==> config.mk <==
export PLATFORM = sky130hd
export DESIGN_NAME = lsu_mem_ctrl
export DESIGN_NICKNAME = d
export VERILOG_FILES = /design/src/rtl/lsu_pkg.sv /design/src/rtl/lsu_load_ext.sv /design/src/rtl/lsu_mem_ctrl.sv
export SDC_FILE = /design/constraint.sdc
export NUM_CORES = 1
export LEC_CHECK = 0
export ABC_AREA = 1
export CORE_AREA = 8 8 177 179
export CTS_CLUSTER_DIAMETER = 40
export CTS_CLUSTER_SIZE = 20
export DETAILED_ROUTE_END_ITERATION = 7
export DIE_AREA = 0 0 185 187
export GPL_TIMING_DRIVEN = 0
export PLACE_DENSITY = 0.62
export SKIP_LAST_GASP = 1
export SYNTH_ARGS = -nofsm -noshare
export SYNTH_HDL_FRONTEND = slang
export SYNTH_HIERARCHICAL = 1
export SYNTH_SLANG_ARGS = --single-unit
==> constraint.sdc <==
create_clock -name clk -period 3.45 [get_ports clk]
set_input_delay 0.5175 -clock clk [delete_from_list [all_inputs] [get_ports clk]]
set_output_delay 0.5175 -clock clk [all_outputs]
set_load 0.02 [all_outputs]
==> src/rtl/lsu_pkg.sv <==
`default_nettype none
// ============================================================================
// Module      : lsu_pkg
// Description : Shared size encodings, FSM states and mask/alignment helpers
//               for the load/store memory controller.
// Revision    : 1.0 - initial release
// ============================================================================
package lsu_pkg;

    localparam logic [1:0] SZ_B = 2'd0;
    localparam logic [1:0] SZ_H = 2'd1;
    localparam logic [1:0] SZ_W = 2'd2;
    localparam logic [1:0] SZ_D = 2'd3;

    typedef enum logic [1:0] {
        ST_IDLE    = 2'd0,
        ST_LD_WAIT = 2'd1,
        ST_RESP    = 2'd2
    } lsu_state_e;

    // Byte-enable mask for the memory, relative to the access address.
    function automatic logic [7:0] size_to_mask(input logic [1:0] size);
        logic [7:0] mask;
        case (size)
            SZ_B:    mask = 8'h01;
            SZ_H:    mask = 8'h03;
            SZ_W:    mask = 8'h0F;
            default: mask = 8'hFF;
        endcase
        return mask;
    endfunction

    function automatic logic is_aligned(input logic [1:0] size, input logic [2:0] addr_lo);
        logic ok;
        case (size)
            SZ_B:    ok = 1'b1;
            SZ_H:    ok = (addr_lo[0] == 1'b0);
            SZ_W:    ok = (addr_lo[1:0] == 2'b00);
            default: ok = (addr_lo == 3'b000);
        endcase
        return ok;
    endfunction

endpackage
`default_nettype wire

==> src/rtl/lsu_load_ext.sv <==
`default_nettype none
// ============================================================================
// Module      : lsu_load_ext
// Description : Combinational zero/sign extension of right-justified load data.
// Revision    : 1.0 - initial release
// ============================================================================
module lsu_load_ext
    import lsu_pkg::*;
(
    input  logic [63:0] raw,
    input  logic [1:0]  size,
    input  logic        is_signed,
    output logic [63:0] extended
);

    always_comb begin
        extended = raw;
        case (size)
            SZ_B: extended = is_signed ? {{56{raw[7]}},  raw[7:0]}  : {56'd0, raw[7:0]};
            SZ_H: extended = is_signed ? {{48{raw[15]}}, raw[15:0]} : {48'd0, raw[15:0]};
            SZ_W: extended = is_signed ? {{32{raw[31]}}, raw[31:0]} : {32'd0, raw[31:0]};
            default: extended = raw;
        endcase
    end

endmodule
`default_nettype wire

==> src/rtl/lsu_mem_ctrl.sv <==
`default_nettype none
// ============================================================================
// Module      : lsu_mem_ctrl
// Description : Single-outstanding load/store controller in front of a
//               registered-read memory model, with alignment checking.
// Revision    : 1.0 - initial release
// ============================================================================
module lsu_mem_ctrl
    import lsu_pkg::*;
#(
    parameter int XLEN        = 64,
    parameter bit CHECK_ALIGN = 1'b1
) (
    input  logic            clk,
    input  logic            rst,
    input  logic            req_valid,
    output logic            req_ready,
    input  logic            req_we,
    input  logic [1:0]      req_size,
    input  logic            req_signed,
    input  logic [XLEN-1:0] req_addr,
    input  logic [XLEN-1:0] req_wdata,
    output logic            resp_valid,
    input  logic            resp_ready,
    output logic [XLEN-1:0] resp_rdata,
    output logic            resp_err,
    output logic            mem_rd_en,
    output logic [XLEN-1:0] mem_rd_addr,
    input  logic [XLEN-1:0] mem_rd_data,
    output logic            mem_we_en,
    output logic [XLEN-1:0] mem_we_addr,
    output logic [XLEN-1:0] mem_we_data,
    output logic [7:0]      mem_we_mask
);

    lsu_state_e      state_q, state_d;
    logic [XLEN-1:0] resp_rdata_q, resp_rdata_d;
    logic            resp_err_q, resp_err_d;
    logic [1:0]      ld_size_q, ld_size_d;
    logic            ld_signed_q, ld_signed_d;

    logic            w_acc;
    logic            w_misaligned;
    logic [XLEN-1:0] w_ext_data;

    // Gating with rst keeps the handshake and strobes quiet during reset.
    assign req_ready    = (state_q == ST_IDLE) & ~rst;
    assign w_acc        = req_valid & req_ready;
    assign w_misaligned = CHECK_ALIGN & ~is_aligned(req_size, req_addr[2:0]);

    assign mem_rd_en   = w_acc & ~req_we & ~w_misaligned;
    assign mem_we_en   = w_acc &  req_we & ~w_misaligned;
    assign mem_rd_addr = req_addr;
    assign mem_we_addr = req_addr;
    assign mem_we_data = req_wdata;
    assign mem_we_mask = size_to_mask(req_size);

    assign resp_valid = (state_q == ST_RESP);
    assign resp_rdata = resp_rdata_q;
    assign resp_err   = resp_err_q;

    lsu_load_ext u_load_ext (
        .raw       (mem_rd_data),
        .size      (ld_size_q),
        .is_signed (ld_signed_q),
        .extended  (w_ext_data)
    );

    always_comb begin
        state_d      = state_q;
        resp_rdata_d = resp_rdata_q;
        resp_err_d   = resp_err_q;
        ld_size_d    = ld_size_q;
        ld_signed_d  = ld_signed_q;
        case (state_q)
            ST_IDLE: begin
                if (w_acc) begin
                    resp_rdata_d = '0;
                    resp_err_d   = w_misaligned;
                    if (w_misaligned || req_we) begin
                        state_d = ST_RESP;
                    end else begin
                        state_d     = ST_LD_WAIT;
                        ld_size_d   = req_size;
                        ld_signed_d = req_signed;
                    end
                end
            end
            ST_LD_WAIT: begin
                // Memory read data is registered: it is valid exactly now.
                resp_rdata_d = w_ext_data;
                resp_err_d   = 1'b0;
                state_d      = ST_RESP;
            end
            ST_RESP: begin
                if (resp_ready) begin
                    state_d = ST_IDLE;
                end
            end
            default: state_d = ST_IDLE;
        endcase
    end

    always_ff @(posedge clk or posedge rst) begin
        if (rst) begin
            state_q      <= ST_IDLE;
            resp_rdata_q <= '0;
            resp_err_q   <= 1'b0;
            ld_size_q    <= SZ_B;
            ld_signed_q  <= 1'b0;
        end else begin
            state_q      <= state_d;
            resp_rdata_q <= resp_rdata_d;
            resp_err_q   <= resp_err_d;
            ld_size_q    <= ld_size_d;
            ld_signed_q  <= ld_signed_d;
        end
    end

endmodule
`default_nettype wire

==> flow_metrics.tcl <==
set metrics [dict create \
    syn_nets 886 \
    fp.dieW_um 185 \
    wl_um 26810 \
    avgSynthCellArea_sq_um 7.733 \
    fin_crit_sh_pct 93.06 \
    worstSetupStartpoint "rst" \
    tightestPinTransition_ps 595.6 \
    slew_headroom_pct 60.29 \
    num_rows 62 \
    outcome "finished, final reports clean" \
    synth_area_sq_mm 0.005305 \
    drc 0 \
    hold_path_startpoint "mem_rd_data[0]" \
    power_leakage_nw 4.645 \
    clkTransAtPathRegs_ps 60 \
    rsz0062_at_grt "no" \
    drv_slew 0 \
    use_met1_pct 15.90 \
    gp_congestion 0.7774 \
    final_cell_count_no_fill 1423 \
    vias 5774 \
    clock-root-buffer "clkbuf_16" \
    setup_viol 0 \
    drive_gt1_share_pct 26.47 \
    layout.nets 1234 \
    area_growth_pct 79.43 \
    ios 469 \
    dieArea_sq_mm 0.03460 \
    yosys_warnings 6 \
    synthDistinctLibCells 20 \
    grt_use_met3_pct 5.420 \
    post-cts-setup-buffers 0 \
    cts_max_path_buffers 2 \
    overflow 0 \
    grt_use_total_pct 14.73 \
    grt_pass1_wl_um 38150 \
    worstSkewPairLatency_ps 340 \
    finalClockSkew_ps 7.606 \
    cp_max_fo 31 \
    yosysSeqAreaShare_pct 33.02 \
    first_pass_iters 5 \
    numCtsBuffers 9 \
    p_total_w 0.003534 \
    initial_core_util_pct 18.68 \
    tns_ps 0 \
    cts_resized 0 \
    power_density_mw_per_mm2 371.2 \
    wl_per_cell_um 18.84 \
    cp.required_ps 2930 \
    crit_path_start_kind "primary input" \
    synth_cells 686 \
    mostFrequentLayoutCell "clkdlybuf4s50_1" \
    grt_max_degree 62 \
    viasPerCell 4.058 \
    crit_path_end_kind "output pin" \
    place.port_buffers 335 \
    final_core_util_pct 33.53 \
    htreeDepth 3 \
    die_height_um 187 \
    grt_pass1_vias 5879 \
    top_usage_layer "met2" \
    clock_sinks 70 \
    drt_iter0_drc 282 \
    drv_cap 0 \
    met2_usage_pct 26.70 \
    peakVddDrop_uv 184.0 \
    insertedDiodeCount 0 \
    hold_viol 0 \
    cts_tree "done" \
    r2r-start "ld_signed_q$_DFFE_PP0P_" \
    placedCellCount 1406 \
    holdCritPathClass "primary input to register" \
    coreArea_sq_mm 0.02839 \
    period_needed_ps 3211 \
    hold_buffers 0 \
    mostFrequentLayoutCells "335 x clkdlybuf4s50_1, 209 x buf_4, 178 x nand3_1" \
    criticalPathCategory "primary input to output pin" \
    worst_ep_arrival_time_ps 2690 \
    dp_hpwl_um 22400 \
    fmax_mhz 311.5 \
    antenna_found_initial 1 \
    final_antenna_net_count 0 \
    ys_ff_latch 70 \
]
[worst paths after layout]
path	slack (ps)	end	cells after the start
max	240	mem_we_en	7
min	410	resp_rdata[0]$_DFFE_PP0P_	3
max reg2reg	1860	resp_rdata[33]$_DFFE_PP0P_	7
min reg2reg	490	resp_rdata[17]$_DFFE_PP0P_	2
max in group asynchronous	2490	resp_rdata[44]$_DFFE_PP0P_	3
min in group asynchronous	490	resp_rdata[6]$_DFFE_PP0P_	2
[per-layer routing]
layer / wire length, um / part of all wire [%]
met1: 9794 / 37
met2: 14070 / 52
met3: 2558 / 9.5
met4: 369 / 1.4
met5: 13 / 0.048
[power breakdown]
part	switching (W)	internal [W]	leakage (nW)
sequential	0.0000542	0.000895	0.964
clock	0.000386	0.000653	0.148
combinational	0.000815	0.000730	3.53
total	0.00126	0.00228	4.65
[sequential cells by signal, indices dropped and copies added, names as in the netlist]
| name | cells |
|---|---|
| resp_rdata | 64 |
| resp_err | 1 |
| state_q | 2 |
| ld_size_q | 2 |
| ld_signed_q | 1 |
[synthesized netlist by cell type]
cell,count,area [sq um]
o21ai_1,2,10.01
nand2_2,1,6.260
nand4_2,1,12.51
nand2_1,107,401.6
conb_1,1,3.750
inv_2,1,3.750
inv_1,12,45.04
nor3_1,1,5.000
nand3_1,178,890.9
clkbuf_1,10,37.54
buf_6,9,101.4
o21ai_0,11,55.05
dfrtp_1,70,1752
buf_2,32,160.2
nor2_2,3,18.77
nor2_1,4,15.01
nand3b_1,1,7.510
buf_4,209,1569
nand3_2,1,10.01
nand4_1,32,200.2
[metrics by stage]
step	area [sq um]	hold WS (ps)	worst slack [ps]
5_1_grt	9519	400.4	63.50
3_3_place_gp	9139	481.7	-2057
3_5_place_dp	9169	486.5	63.33
4_1_cts	9494	392.6	62.13
2_1_floorplan	5305	480.9	15.73
6_report	9519	408.2	239.5
[kinds of logic (layout without fill, tap and decap cells)]
group | after synthesis | after routing | synth area share (%)
DFF | 70 | 70 | 33.02
AOI/OAI and AO/OA | 13 | 13 | 1.226
buffers and inverters | 273 | 626 | 36.13
other | 1 | 1 | 0.07069
and+or+nand+nor | 329 | 329 | 29.55
[worst max-delay path: stages]
cell and delay (ps):
clkdlybuf4s50_1 470, inv_4 220, buf_16 240, nand3_2 230
buf_2 270, nor2_1 120, clkdlybuf4s50_1 630
[cell type report]
type / instances / area [sq um]
Fill cell: 3013 / 18870
Timing Repair Buffer: 337 / 3406
Buffer: 260 / 1868
Sequential cell: 70 / 1752
Multi-Input combinational cell: 343 / 1637
Tap cell: 384 / 480.5
Clock buffer: 11 / 242.7
Clock inverter: 5 / 82.58
Inverter: 13 / 51.30
Note: power is estimated with default switching activity, not from simulation.
